File: src/rtl/opfb_fir_cfg_hls_deadlock_reporter.sv
// Deadlock reporter for the OPFB FIR config HLS core.
//
// Watches the per-monitor block flags. Once any flag has stayed high for THRESH
// consecutive cycles, the block takes a snapshot of the flags and the
// axis_block_info bits. It then sends a two-beat report (header, then payload)
// on an AXI-Stream style port. After the report it holds a sticky deadlock flag
// until clear is pulsed.
//
// Ports:
//   ap_clk, ap_rst_n   clock; asynchronous active-low reset (release synchronised)
//   mon_block          per-monitor block flag
//   mon_info           per-monitor axis_block_info, monitor i at [i*INFO_W +: INFO_W]
//   clear              single-cycle re-arm request
//   rpt_tdata/tvalid/tready/tlast  report stream
//   deadlock           sticky deadlock flag
//   report_cnt         completed reports, saturating at 255
module opfb_fir_cfg_hls_deadlock_reporter #(
    parameter int unsigned NUM_MON = 2,
    parameter int unsigned INFO_W  = 1,
    parameter int unsigned THRESH  = 1024
) (
    input  logic                      ap_clk,
    input  logic                      ap_rst_n,
    input  logic [NUM_MON-1:0]        mon_block,
    input  logic [NUM_MON*INFO_W-1:0] mon_info,
    input  logic                      clear,
    output logic [31:0]               rpt_tdata,
    output logic                      rpt_tvalid,
    input  logic                      rpt_tready,
    output logic                      rpt_tlast,
    output logic                      deadlock,
    output logic [7:0]                report_cnt
);

    localparam int unsigned InfoBits = NUM_MON * INFO_W;

    typedef enum logic [2:0] {StIdle, StQualify, StSendHdr, StSendPay, StHold} state_e;

    state_e               state_q, state_d;
    logic [15:0]          cnt_q, cnt_d;
    logic [NUM_MON-1:0]   snap_block_q, snap_block_d;
    logic [InfoBits-1:0]  snap_info_q, snap_info_d;
    logic [7:0]           report_cnt_q, report_cnt_d;
    logic [1:0]           rst_sync_q;
    logic                 rst_int_n;
    logic                 any_block;
    logic [7:0]           low_idx;

    // Reset asserts immediately but releases two edges later, so no state
    // register can leave reset on the same edge that ap_rst_n rises.
    always_ff @(posedge ap_clk or negedge ap_rst_n) begin
        if (!ap_rst_n) begin
            rst_sync_q <= '0;
        end else begin
            rst_sync_q <= {rst_sync_q[0], 1'b1};
        end
    end

    assign rst_int_n = rst_sync_q[1];
    assign any_block = |mon_block;

    // State register
    always_ff @(posedge ap_clk or negedge rst_int_n) begin
        if (!rst_int_n) begin
            state_q      <= StIdle;
            cnt_q        <= '0;
            snap_block_q <= '0;
            snap_info_q  <= '0;
            report_cnt_q <= '0;
        end else begin
            state_q      <= state_d;
            cnt_q        <= cnt_d;
            snap_block_q <= snap_block_d;
            snap_info_q  <= snap_info_d;
            report_cnt_q <= report_cnt_d;
        end
    end

    // Next-state logic
    always_comb begin
        state_d      = state_q;
        cnt_d        = cnt_q;
        snap_block_d = snap_block_q;
        snap_info_d  = snap_info_q;
        report_cnt_d = report_cnt_q;
        unique case (state_q)
            StIdle: begin
                if (any_block) begin
                    if (THRESH == 1) begin
                        snap_block_d = mon_block;
                        snap_info_d  = mon_info;
                        cnt_d        = '0;
                        state_d      = StSendHdr;
                    end else begin
                        cnt_d   = 16'd1;
                        state_d = StQualify;
                    end
                end
            end
            StQualify: begin
                // clear takes priority over a qualifying sample.
                if (clear || !any_block) begin
                    cnt_d   = '0;
                    state_d = StIdle;
                end else if (cnt_q == 16'(THRESH - 1)) begin
                    snap_block_d = mon_block;
                    snap_info_d  = mon_info;
                    cnt_d        = '0;
                    state_d      = StSendHdr;
                end else begin
                    cnt_d = cnt_q + 16'd1;
                end
            end
            StSendHdr: begin
                if (rpt_tready) begin
                    state_d = StSendPay;
                end
            end
            StSendPay: begin
                if (rpt_tready) begin
                    state_d = StHold;
                    if (report_cnt_q != 8'hFF) begin
                        report_cnt_d = report_cnt_q + 8'd1;
                    end
                end
            end
            StHold: begin
                if (clear) begin
                    state_d = StIdle;
                end
            end
            default: state_d = StIdle;
        endcase
    end

    // Lowest set index of the snapshot (scan high to low so the lowest wins).
    always_comb begin
        low_idx = '0;
        for (int i = int'(NUM_MON) - 1; i >= 0; i--) begin
            if (snap_block_q[i]) begin
                low_idx = 8'(i);
            end
        end
    end

    // Outputs are decoded from registered state only, so the beat stays stable
    // while the consumer stalls.
    always_comb begin
        rpt_tdata  = '0;
        rpt_tvalid = 1'b0;
        rpt_tlast  = 1'b0;
        deadlock   = (state_q == StHold);
        report_cnt = report_cnt_q;
        unique case (state_q)
            StSendHdr: begin
                rpt_tvalid = 1'b1;
                rpt_tdata  = {8'hDE, 8'(NUM_MON), 8'd0, low_idx};
            end
            StSendPay: begin
                rpt_tvalid = 1'b1;
                rpt_tlast  = 1'b1;
                rpt_tdata  = {8'(snap_block_q), 24'(snap_info_q)};
            end
            default: ;
        endcase
    end

endmodule

File: config.mk
export PLATFORM = sky130hd
export DESIGN_NAME = opfb_fir_cfg_hls_deadlock_reporter
export DESIGN_NICKNAME = d
export VERILOG_FILES = /design/src/rtl/opfb_fir_cfg_hls_deadlock_reporter.sv
export SDC_FILE = /design/constraint.sdc
export NUM_CORES = 1
export LEC_CHECK = 0
export CORE_MARGIN = 8
export CORE_UTILIZATION = 27
export DETAILED_ROUTE_END_ITERATION = 8
export PLACE_DENSITY_LB_ADDON = 0.05
export SYNTH_ARGS = -nofsm -noshare
export SYNTH_HDL_FRONTEND = slang
export SYNTH_SLANG_ARGS = --single-unit
File: constraint.sdc
create_clock -name ap_clk -period 1.6 [get_ports ap_clk]
set_input_delay 0.16 -clock ap_clk [delete_from_list [all_inputs] [get_ports ap_clk]]
set_output_delay 0.16 -clock ap_clk [all_outputs]
set_load 0.05 [all_outputs]
==> metrics.txt <==
status=finished with violations; failing checks=negative setup slack; sequential-to-total area share from yosys stat=around 42%; Via density=4.62; asr flop ratio synth=between 90% and 100%; max frequency=roughly 550 MHz; largest net degree at the start of global routing=20; setup TNS=-2380 ps; Worst-path clk slew=70 ps; initial antenna violation count=0; Hold Crit Class=in2async; Final Hold Viols=0; Hold-fix buffers, CTS=0; Core ar.=a little over 0.007 mm^2; synth unique cells=42; Worst Path Arrival=~2000 ps; Finished Core Util=a little under half; Post-synth EDFFs=0; detailed-placement wirelength estimate=roughly 4000 um; Crit Reg-Reg Startpoint=cnt_q[12]$_DFFE_PN0P_; DR vias=around 1800; final clock period utilization by the worst path=114%; drc violations=0; worst setup path class=reg2reg; DR WL/cell=~14 um; Mapped Cells=209; Peak supply drop=311 uV; area share of the largest cell type after synthesis=42.5%; CTS root buffer=clkbuf_8; CTS buffer count=5; total track usage=between 10% and 20%; Post-Syn Area per Cell=9.30 um^2; Area Growth Syn to Fin=67.4%; FF-to-FF End=snap_info_q[0]$_DFFE_PN0P_; CTS sink cnt=33; Diodes inserted=0; Slew Viols, Final=0; Critical Path Fanout Max=4; DR iter-0 viols=43; die height=just over 100 um; port buffer count=28; crit path capture type=flip-flop; CP startpoint kind=flip-flop; routability cong.=around 0.74; crit path time final=1820 ps; Post-Syn Area=0.00194 mm^2; layout cells sized above 1=a little over half; CTS tree=done; # Max-Cap Violations=0; r2r setup slk=-220 ps; final hold slack=22.2 ps; Worst Slack Setup Final=-219 ps; first-pass GRT wire length=approximately 9000 um; CP required=1780 ps; full die area=0.0102 mm^2; Routed Antenna Nets=0; final WL=5620 um; PD cells=about 650 mW/mm^2; total grt overflow=0; clock skew=between 6 and 7 ps; yosys warns=0; length in cells of the worst reg-to-reg path=6; Fillers=723; RSZ-0062 raised after global routing=yes; Core Rows=31; post-synth top area cell=dfrtp_1; drt first pass iters=4; Initial Util=a little over a quarter; final net count=302; io pins=about 50; maximum clock insertion buffer count=2; Leak=approximately 0.0014 uW; depth of the CTS H-tree=2; die width=about 100 um; synthesis-stage register bit count=33; top cells by area, synth=dfrtp_1 (42%), buf_4 (10%), a21oi_1 (3.3%); vias in the first global route=1826; final number of setup-violating endpoints=23; main flop type after synthesis=dfrtp_1; Clock Latency Late Sink=290 ps
[power breakdown]
part           internal [uW]  total (uW)  leakage [uW]  switching [uW]
Clock                    300         644     0.0000439             343
Combinational            239         571      0.000926             332
Sequential               862         884      0.000439            21.4
Total                   1400        2100       0.00141             697
[what timing repair did]
| action | in CTS | in global routing |
|---|---|---|
| endpoints found under the setup margin | 31 | 38 |
| resized for setup | 31 | 49 |
| buffers inserted | 7 | 9 |
| pin swaps | 11 | 24 |
| gates cloned | 1 | 1 |
[logic make-up after synthesis]
kind of cell / count (synthesis) / synth area share, %
compound gates: 41 / 13.4
other cells: 2 / 0.386
xor+xnor: 8 / 3.61
flops: 33 / 42.5
simple gates: 71 / 21.4
mux: 5 / 2.90
fa+ha+maj: 2 / 1.29
buf+inv: 47 / 14.6
[through the flow]
stage	cells	instance area [um^2]	worst slack [ps]	total power, uW
final	392	3250	-219	2100
after global routing	392	3250	-335	2220
after CTS	383	2970	-261	2010
after detailed placement	367	2710	-468	1320
after global placement	367	2710	-439	1320
after floorplan	230	2070	-145	1200
[layout make-up]
cell class              count  area (um^2)  area share [%]
clock buffers               5         68.8            2.12
clock inverters             3         17.5           0.538
inverters                  12         48.8            1.50
multi-input cells         150         1220            37.6
flip-flops and latches     33          835            25.7
well taps                  99          124            3.81
repair buffers             90          936            28.8
[critical path, cell delays in order (launching register included)]
cell     delay (ps)
dfrtp_1         400
nor4_2          310
buf_4           160
nand4_1         100
buf_4           170
nor3_4          200
mux2_2          360
[cells in the mapped netlist, types with 5 or more instances]
| cell | number |
|---|---|
| dfrtp_1 | 33 |
| nand3_1 | 11 |
| a21oi_1 | 13 |
| nor2_1 | 9 |
| or4_1 | 5 |
| nor3_1 | 6 |
| nand2_1 | 11 |
| nand4_1 | 5 |
| a31oi_1 | 6 |
| buf_4 | 27 |
| o31ai_1 | 5 |
| mux2_2 | 5 |
| xor2_1 | 7 |
| inv_1 | 12 |
[state kept, by name, summed over array words and instances (netlist names)]
signal        count
report_cnt        8
snap_block_q      2
cnt_q            16
rst_sync_q        2
state_q           3
snap_info_q       2
[per-layer routing]
layer / GRT usage, % / share of wire [%] / vias up / routed length [um]
met5: 0 / 0 / - / 0
met4: 3.84 / 1.1 / 0 / 63
met3: 3.18 / 5.8 / 7 / 328
met2: 18.0 / 49 / 35 / 2770
met1: 13.6 / 44 / 889 / 2460
li1: - / - / 880 / -
[worst max-delay path by stage]
| stage | depth (start not counted) | endpoint | slack (ps) | from |
|---|---|---|---|---|
| after detailed placement | 5 | snap_info_q[1]$_DFFE_PN0P_ | -470 | clear |
| final | 6 | snap_info_q[0]$_DFFE_PN0P_ | -220 | cnt_q[12]$_DFFE_PN0P_ |
| after CTS | 6 | snap_info_q[0]$_DFFE_PN0P_ | -260 | cnt_q[12]$_DFFE_PN0P_ |
| after global routing | 6 | snap_info_q[1]$_DFFE_PN0P_ | -330 | cnt_q[10]$_DFFE_PN0P_ |
| after global placement | 5 | snap_info_q[0]$_DFFE_PN0P_ | -440 | clear |
| after floorplan | 4 | snap_block_q[0]$_DFFE_PN0P_ | -140 | state_q[2]$_DFFE_PN0P_ |
[cells in the final DEF, fill, tap and decap left out, drive strengths merged, types with 5 or more instances in the layout]
cell type       n
buf            83
dfrtp          33
conb           23
a21oi          13
inv            11
nand3          11
nand2          11
nor2            9
xor2            7
nor3            7
or4             6
a31oi           6
nand4           5
mux2            5
clkbuf          5
clkdlybuf4s50   5
o31ai           5
Note: power is estimated with default switching activity, not from simulation.
==> RTL change 1 (same settings) <==
Encoding of `state_e`: now one-hot (5 bits for 5 states).
--- a/src/rtl/opfb_fir_cfg_hls_deadlock_reporter.sv
+++ b/src/rtl/opfb_fir_cfg_hls_deadlock_reporter.sv
@@ -34,7 +34,7 @@
 
     localparam int unsigned InfoBits = NUM_MON * INFO_W;
 
-    typedef enum logic [2:0] {StIdle, StQualify, StSendHdr, StSendPay, StHold} state_e;
+    typedef enum logic [4:0] {StIdle = 5'b00001, StQualify = 5'b00010, StSendHdr = 5'b00100, StSendPay = 5'b01000, StHold = 5'b10000} state_e;
 
     state_e               state_q, state_d;
     logic [15:0]          cnt_q, cnt_d;
Formal check against the unedited RTL: same outputs for any inputs over 10 cycles, from zero or initial values and one cycle with ap_rst_n low; not proved beyond that.
==> RTL change 1 against the unedited design <==
The flow still finishes with violations (negative setup slack). Die area grew 5.4%. Sequential cell count grew 2. Global-route usage shrank 0.61 points. Utilization shrank 0.81 points. Synthesized area grew 6.4%. Wire length shrank 2.5%. Worst setup slack lost 5.9 ps. First-iteration DRC count shrank 12%. Cell area grew 4.7%. Via count shrank 0.50%. Sequential share of layout area grew 0.31 points. Critical endpoint is now rpt_tdata[25].
Power is not compared: it rests on default switching activity, and its combinational part moved more than twofold at a synthesized area within 25%.
==> RTL change 1: results (changes against the unedited design) <==
worst_setup_path:
  crit_arrival_ps: 1660  # was 2000 ps
  crit_path_max_fanout: 3  # was 4
  slowest_stage: "dfrtp_1"  # unchanged
  cpPeakStageDelay_ps: 410
  cp_top_family: "simple AND/OR/NAND/NOR gates"  # unchanged
placement:
  hpwl_um: 4080  # was 3900 um
  gp_congestion: 0.705  # was 0.739
  port_buffers: 28  # unchanged
  pre_cts_slack_ps: -196  # was -468 ps
synthesis:
  synth.distinct_cells: 54  # was 42
  seq_area_frac_synth_pct: 42.4  # was 42.5%
  synth_ff_type: "dfrtp_1"  # unchanged
  synth_commonest_cells: "34 x dfrtp_1, 29 x buf_4, 19 x nand2_1"  # was 33 x dfrtp_1, 27 x buf_4, 13 x a21oi_1
  synth_area_leaders: "dfrtp_1 41%, buf_4 11%, a31oi_1 3.9%"  # was dfrtp_1 42%, buf_4 10%, a21oi_1 3.3%
  async_flop_share_pct: 100  # unchanged
timing:
  setup_viol: 32  # was 23
  setup_tns_ps: -2980  # was -2380 ps
  fin_worst_skew_ps: 4.90  # was 6.24 ps
  setup_slack_ps: -225  # was -219 ps
finish:
  largest-register: "cnt_q"  # unchanged
  drive_gt1_share_pct: 53.1  # was 52.6%
  largest_reg_flops: 16  # unchanged
  final_nets: 316  # was 302
  num-fill-cells: 729  # was 723
min_path:
  holdCritPathClass: "in2async"  # unchanged
routing:
  num_vias: 1802  # was 1,811
  drt_first_iter_violations: 38  # was 43
  dr.pass1.iters: 4  # unchanged
  routed_wl_um: 5480  # was 5620 um
run_status:
  status: "finished, violations left"  # unchanged
  violations: "negative setup slack"  # unchanged
power_and_ir_drop:
  vdd.ir_drop.worst_mv: 0.601
  power_leakage_nw: 1.49
clocking:
  clk_latency_ps: 290  # about the same
  htree_num_levels: 2  # unchanged
  cts-buffers-inserted: 5  # unchanged
  cts_buffer_depth: 2  # unchanged
  hold_buffers: 0  # unchanged
  cts.clk_slew.worst_paths_ps: 80
grt:
  grt_first_pass_wirelength_um: 9400  # was 8960 um
  grt_pass1_vias: 1861  # was 1,826
  grt_max_degree: 29  # was 20
  grt.total_usage_pct: 10.5  # was 11.1%
  antenna_found_initial: 0  # unchanged
run:
  maxCapViolCount: 0  # unchanged
RTL change 1: changes by cell type in the layout (fill, tap and decap cells not counted), moves of 6 or more:
cell     unedited run  this run
mux2_4              0         6
a31oi_1             4        10
nand2_1             8        18
nor2_1              4        10
RTL change 1: layer usage:
layer,track usage [%],part of all wire [%],routed length (um)
met1,13.6,49,2700
met2,16.4,46,2540
met3,2.54,3.2,175
met4,4.09,1.2,68
met5,0,0,0
RTL change 1: per-stage QoR:
stage          cells  cell area, sq um  total power [W]
3_3_place_gp     386              2960          0.00277
2_1_floorplan    235              2270          0.00209
5_1_grt          409              3410          0.00392
3_5_place_dp     386              2960          0.00277
4_1_cts          405              3280          0.00368
6_report         409              3410          0.00370
RTL change 1: cell type report:
class / count / share of cell area [%]
clock buffer: 5 / 2.02
clock inverter: 3 / 0.588
inverter: 5 / 0.551
multi-input combinational: 165 / 38.9
sequential: 35 / 26.0
tap: 102 / 3.75
timing repair buffer: 94 / 28.3
RTL change 1: worst paths after layout:
| kind | from | endpoint | slack [ps] | cells after the start |
|---|---|---|---|---|
| max in group asynchronous | rst_sync_q[1]$_DFF_PN0_ | state_q[0]$_DFFE_PN1P_ | 950 | 1 |
| min in group ap_clk | rst_sync_q[0]$_DFF_PN0_ | rst_sync_q[1]$_DFF_PN0_ | 350 | 0 |
| worst max register to register | state_q[1]$_DFFE_PN0P_ | state_q[3]$_DFFE_PN0P_ | -160 | 5 |
| worst min-delay path | ap_rst_n | rst_sync_q[1]$_DFF_PN0_ | 20 | 1 |
| worst min register to register | rst_sync_q[1]$_DFF_PN0_ | report_cnt[3]$_DFFE_PN0P_ | 130 | 0 |
| worst max-delay path | state_q[1]$_DFFE_PN0P_ | rpt_tdata[25] | -220 | 5 |
RTL change 1: power by group:
group / internal, W / switching (W)
registers: 0.000988 / 0.000128
logic: 0.000938 / 0.000984
clock network: 0.000303 / 0.000359
RTL change 1: repair_timing:
| item | in CTS | in global routing |
|---|---|---|
| resized for setup | 37 | 23 |
| endpoints found under the setup margin | 41 | 44 |
| pin swaps | 27 | 11 |
| gates cloned | 2 | 0 |
| buffers inserted | 9 | 5 |
| endpoints found under the hold margin | 0 | 0 |
RTL change 1: cell families (layout without fill, tap and decap cells):
group,Yosys count,count (layout),share of synthesized area [%]
buf+inv,36,107,12.2
flops,35,35,42.4
compound gates,39,40,13.1
xor+xnor,8,8,3.39
simple gates,85,85,23.4
fa+ha+maj,2,2,1.21
other cells,2,23,0.363
mux,7,7,3.93
==> RTL change 2 (config.mk and constraints unchanged) <==
Made on the original files. `THRESH`: 1024 -> 768.
--- a/src/rtl/opfb_fir_cfg_hls_deadlock_reporter.sv
+++ b/src/rtl/opfb_fir_cfg_hls_deadlock_reporter.sv
@@ -17,7 +17,7 @@
 module opfb_fir_cfg_hls_deadlock_reporter #(
     parameter int unsigned NUM_MON = 2,
     parameter int unsigned INFO_W  = 1,
-    parameter int unsigned THRESH  = 1024
+    parameter int unsigned THRESH  = 768
 ) (
     input  logic                      ap_clk,
     input  logic                      ap_rst_n,
Check against the original RTL: same outputs for any inputs over 10 cycles, from zero or initial values and one cycle with ap_rst_n low; that may be too few to reach the edited logic, so the function may still have changed.
==> RTL change 2 against the unedited design <==
Power rose by 19%. Synthesized area down 1.0%. Global-route usage shrank 1.4 points. Clock power increased by 27%. Cell area fell by 12%. Sequential cell count did not move. The run still ends with negative setup slack left. Largest power group unchanged. Fmax up 8.0%. Worst setup slack improved by 130 ps. Cell count fell by 8.9%. Wire length down 12%.
==> RTL change 2: results (changes against the unedited design) <==
run_status:
  status: "finished, violations left"  # unchanged
  violations: "negative setup slack"  # unchanged
finish:
  largest_reg_flops: 16  # unchanged
  final_nets: 270  # was 302
  diodes: 0  # unchanged
  largest-register: "cnt_q"  # unchanged
  drive_gt1_share_pct: 42.9  # was 52.6%
clocking:
  cts_buffer_depth: 2  # unchanged
  htree_num_levels: 2  # unchanged
  cts.clk_slew.worst_paths_ps: 70  # about the same
  clk_latency_ps: 280
  cts-root-buf: "clkbuf_8"  # unchanged
timing:
  setup_slack_ps: -83.9  # was -219 ps
  setup_viol: 16  # was 23
  fin_worst_skew_ps: 11.5  # was 6.24 ps
  setup_tns_ps: -1040  # was -2380 ps
routing:
  drt_first_iter_violations: 53  # was 43
  vias_per_cell: 4.51  # was 4.62
  dr.pass1.iters: 4  # unchanged
  post_drt_wl_per_cell_um: 13.8  # was 14.3 um
grt:
  grt_pass1_vias: 1644  # was 1,826
  antenna_found_initial: 0  # unchanged
  grt.total_usage_pct: 9.65  # was 11.1%
  grt_max_degree: 32  # was 20
  grt_first_pass_wirelength_um: 7870  # was 8960 um
synthesis:
  async_flop_share_pct: 100  # unchanged
  synth_commonest_cells: "33 x dfrtp_1, 27 x buf_4, 13 x a21oi_1"  # unchanged
  synth.distinct_cells: 44  # was 42
  seq_area_frac_synth_pct: 42.9  # was 42.5%
  synth_warnings: 0  # unchanged
  synth_area_leaders: "dfrtp_1 43%, buf_4 11%, a21oi_1 3.4%"  # was dfrtp_1 42%, buf_4 10%, a21oi_1 3.3%
  synth_ff_type: "dfrtp_1"  # unchanged
min_path:
  holdCritPathClass: "in2async"  # unchanged
placement:
  port_buffers: 28  # unchanged
  gp_congestion: 0.739  # unchanged
  pre_cts_slack_ps: -198  # was -468 ps
  hpwl_um: 3640  # was 3900 um
worst_setup_path:
  slowest_stage: "dfrtp_1"  # unchanged
  cpPeakStageDelay_ps: 360  # was 400 ps
  crit_path_max_fanout: 5  # was 4
  cp_top_family: "simple AND/OR/NAND/NOR gates"  # unchanged
power_and_ir_drop:
  power_leakage_nw: 1.24  # was 1.41 nW
  vdd.ir_drop.worst_mv: 0.414  # was 0.311 mV
[RTL change 2: cell count changes in the layout (fill, tap and decap cells not counted), moves of 4 or more]
cell	before	now
buf_4	54	41
buf_6	12	2
inv_1	10	4
mux2_2	5	0
o31ai_1	1	6
or4_4	5	0
a31oi_1	4	0
mux2_4	0	4
or2_2	0	4
or4_1	1	5
xnor2_1	1	5
[RTL change 2: metal layers]
metal / vias up / track usage, % / share of wire, %
met5: - / 0 / 0
met4: 0 / 3.49 / 1.0
met3: 4 / 2.49 / 5.4
met2: 39 / 16.7 / 51
met1: 787 / 11.2 / 43
li1: 780 / - / -
[RTL change 2: cell families after synthesis]
logic type / count (synthesis) / synth area share, %
buf+inv: 37 / 13.4
other cells: 2 / 0.391
compound gates: 33 / 10.9
simple gates: 76 / 23.3
mux: 4 / 2.34
fa+ha+maj: 2 / 1.30
xor+xnor: 12 / 5.47
flops: 33 / 42.9
[RTL change 2: path summary, 6_finish.rpt]
kind,from,endpoint,slack (ps),cells after the start
max,cnt_q[1]$_DFFE_PN0P_,snap_block_q[1]$_DFFE_PN0P_,-80,5
min,ap_rst_n,rst_sync_q[1]$_DFF_PN0_,30,1
max reg2reg,cnt_q[1]$_DFFE_PN0P_,snap_block_q[1]$_DFFE_PN0P_,-80,5
min reg2reg,rst_sync_q[1]$_DFF_PN0_,cnt_q[5]$_DFFE_PN0P_,260,1
max in group asynchronous,rst_sync_q[1]$_DFF_PN0_,state_q[1]$_DFFE_PN0P_,1000,1
min in group ap_clk,rst_sync_q[0]$_DFF_PN0_,rst_sync_q[1]$_DFF_PN0_,360,0
[RTL change 2: area by class of cell]
cell class                 count  area [sq um]
inverter                       5          21.3
clock buffer                   7          86.3
fill                         685          3980
tap                           96           120
timing repair buffer          65           696
clock inverter                 1          30.0
multi-input combinational    150          1070
sequential                    33           833
[RTL change 2: report_power, final]
group          leakage (nW)  internal, W  switching [W]
Combinational         0.741     0.000262       0.000487
Clock                0.0585     0.000508       0.000310
Sequential            0.440     0.000893      0.0000408
[RTL change 2: metrics by stage]
stage / cells / instance area [sq um] / utilization, %
4_1_cts: 355 / 2720 / 39.8
6_report: 357 / 2850 / 41.8
3_5_place_dp: 345 / 2550 / 37.3
2_1_floorplan: 220 / 2030 / -
5_1_grt: 357 / 2850 / 41.8
3_3_place_gp: 345 / 2550 / 37.3
[RTL change 2: timing repair]
| item | CTS | global route |
|---|---|---|
| setup endpoints to repair | 27 | 24 |
| pin swaps | 1 | 10 |
| resized for setup | 10 | 33 |
| buffers inserted | 1 | 2 |
| cloned | 1 | 0 |
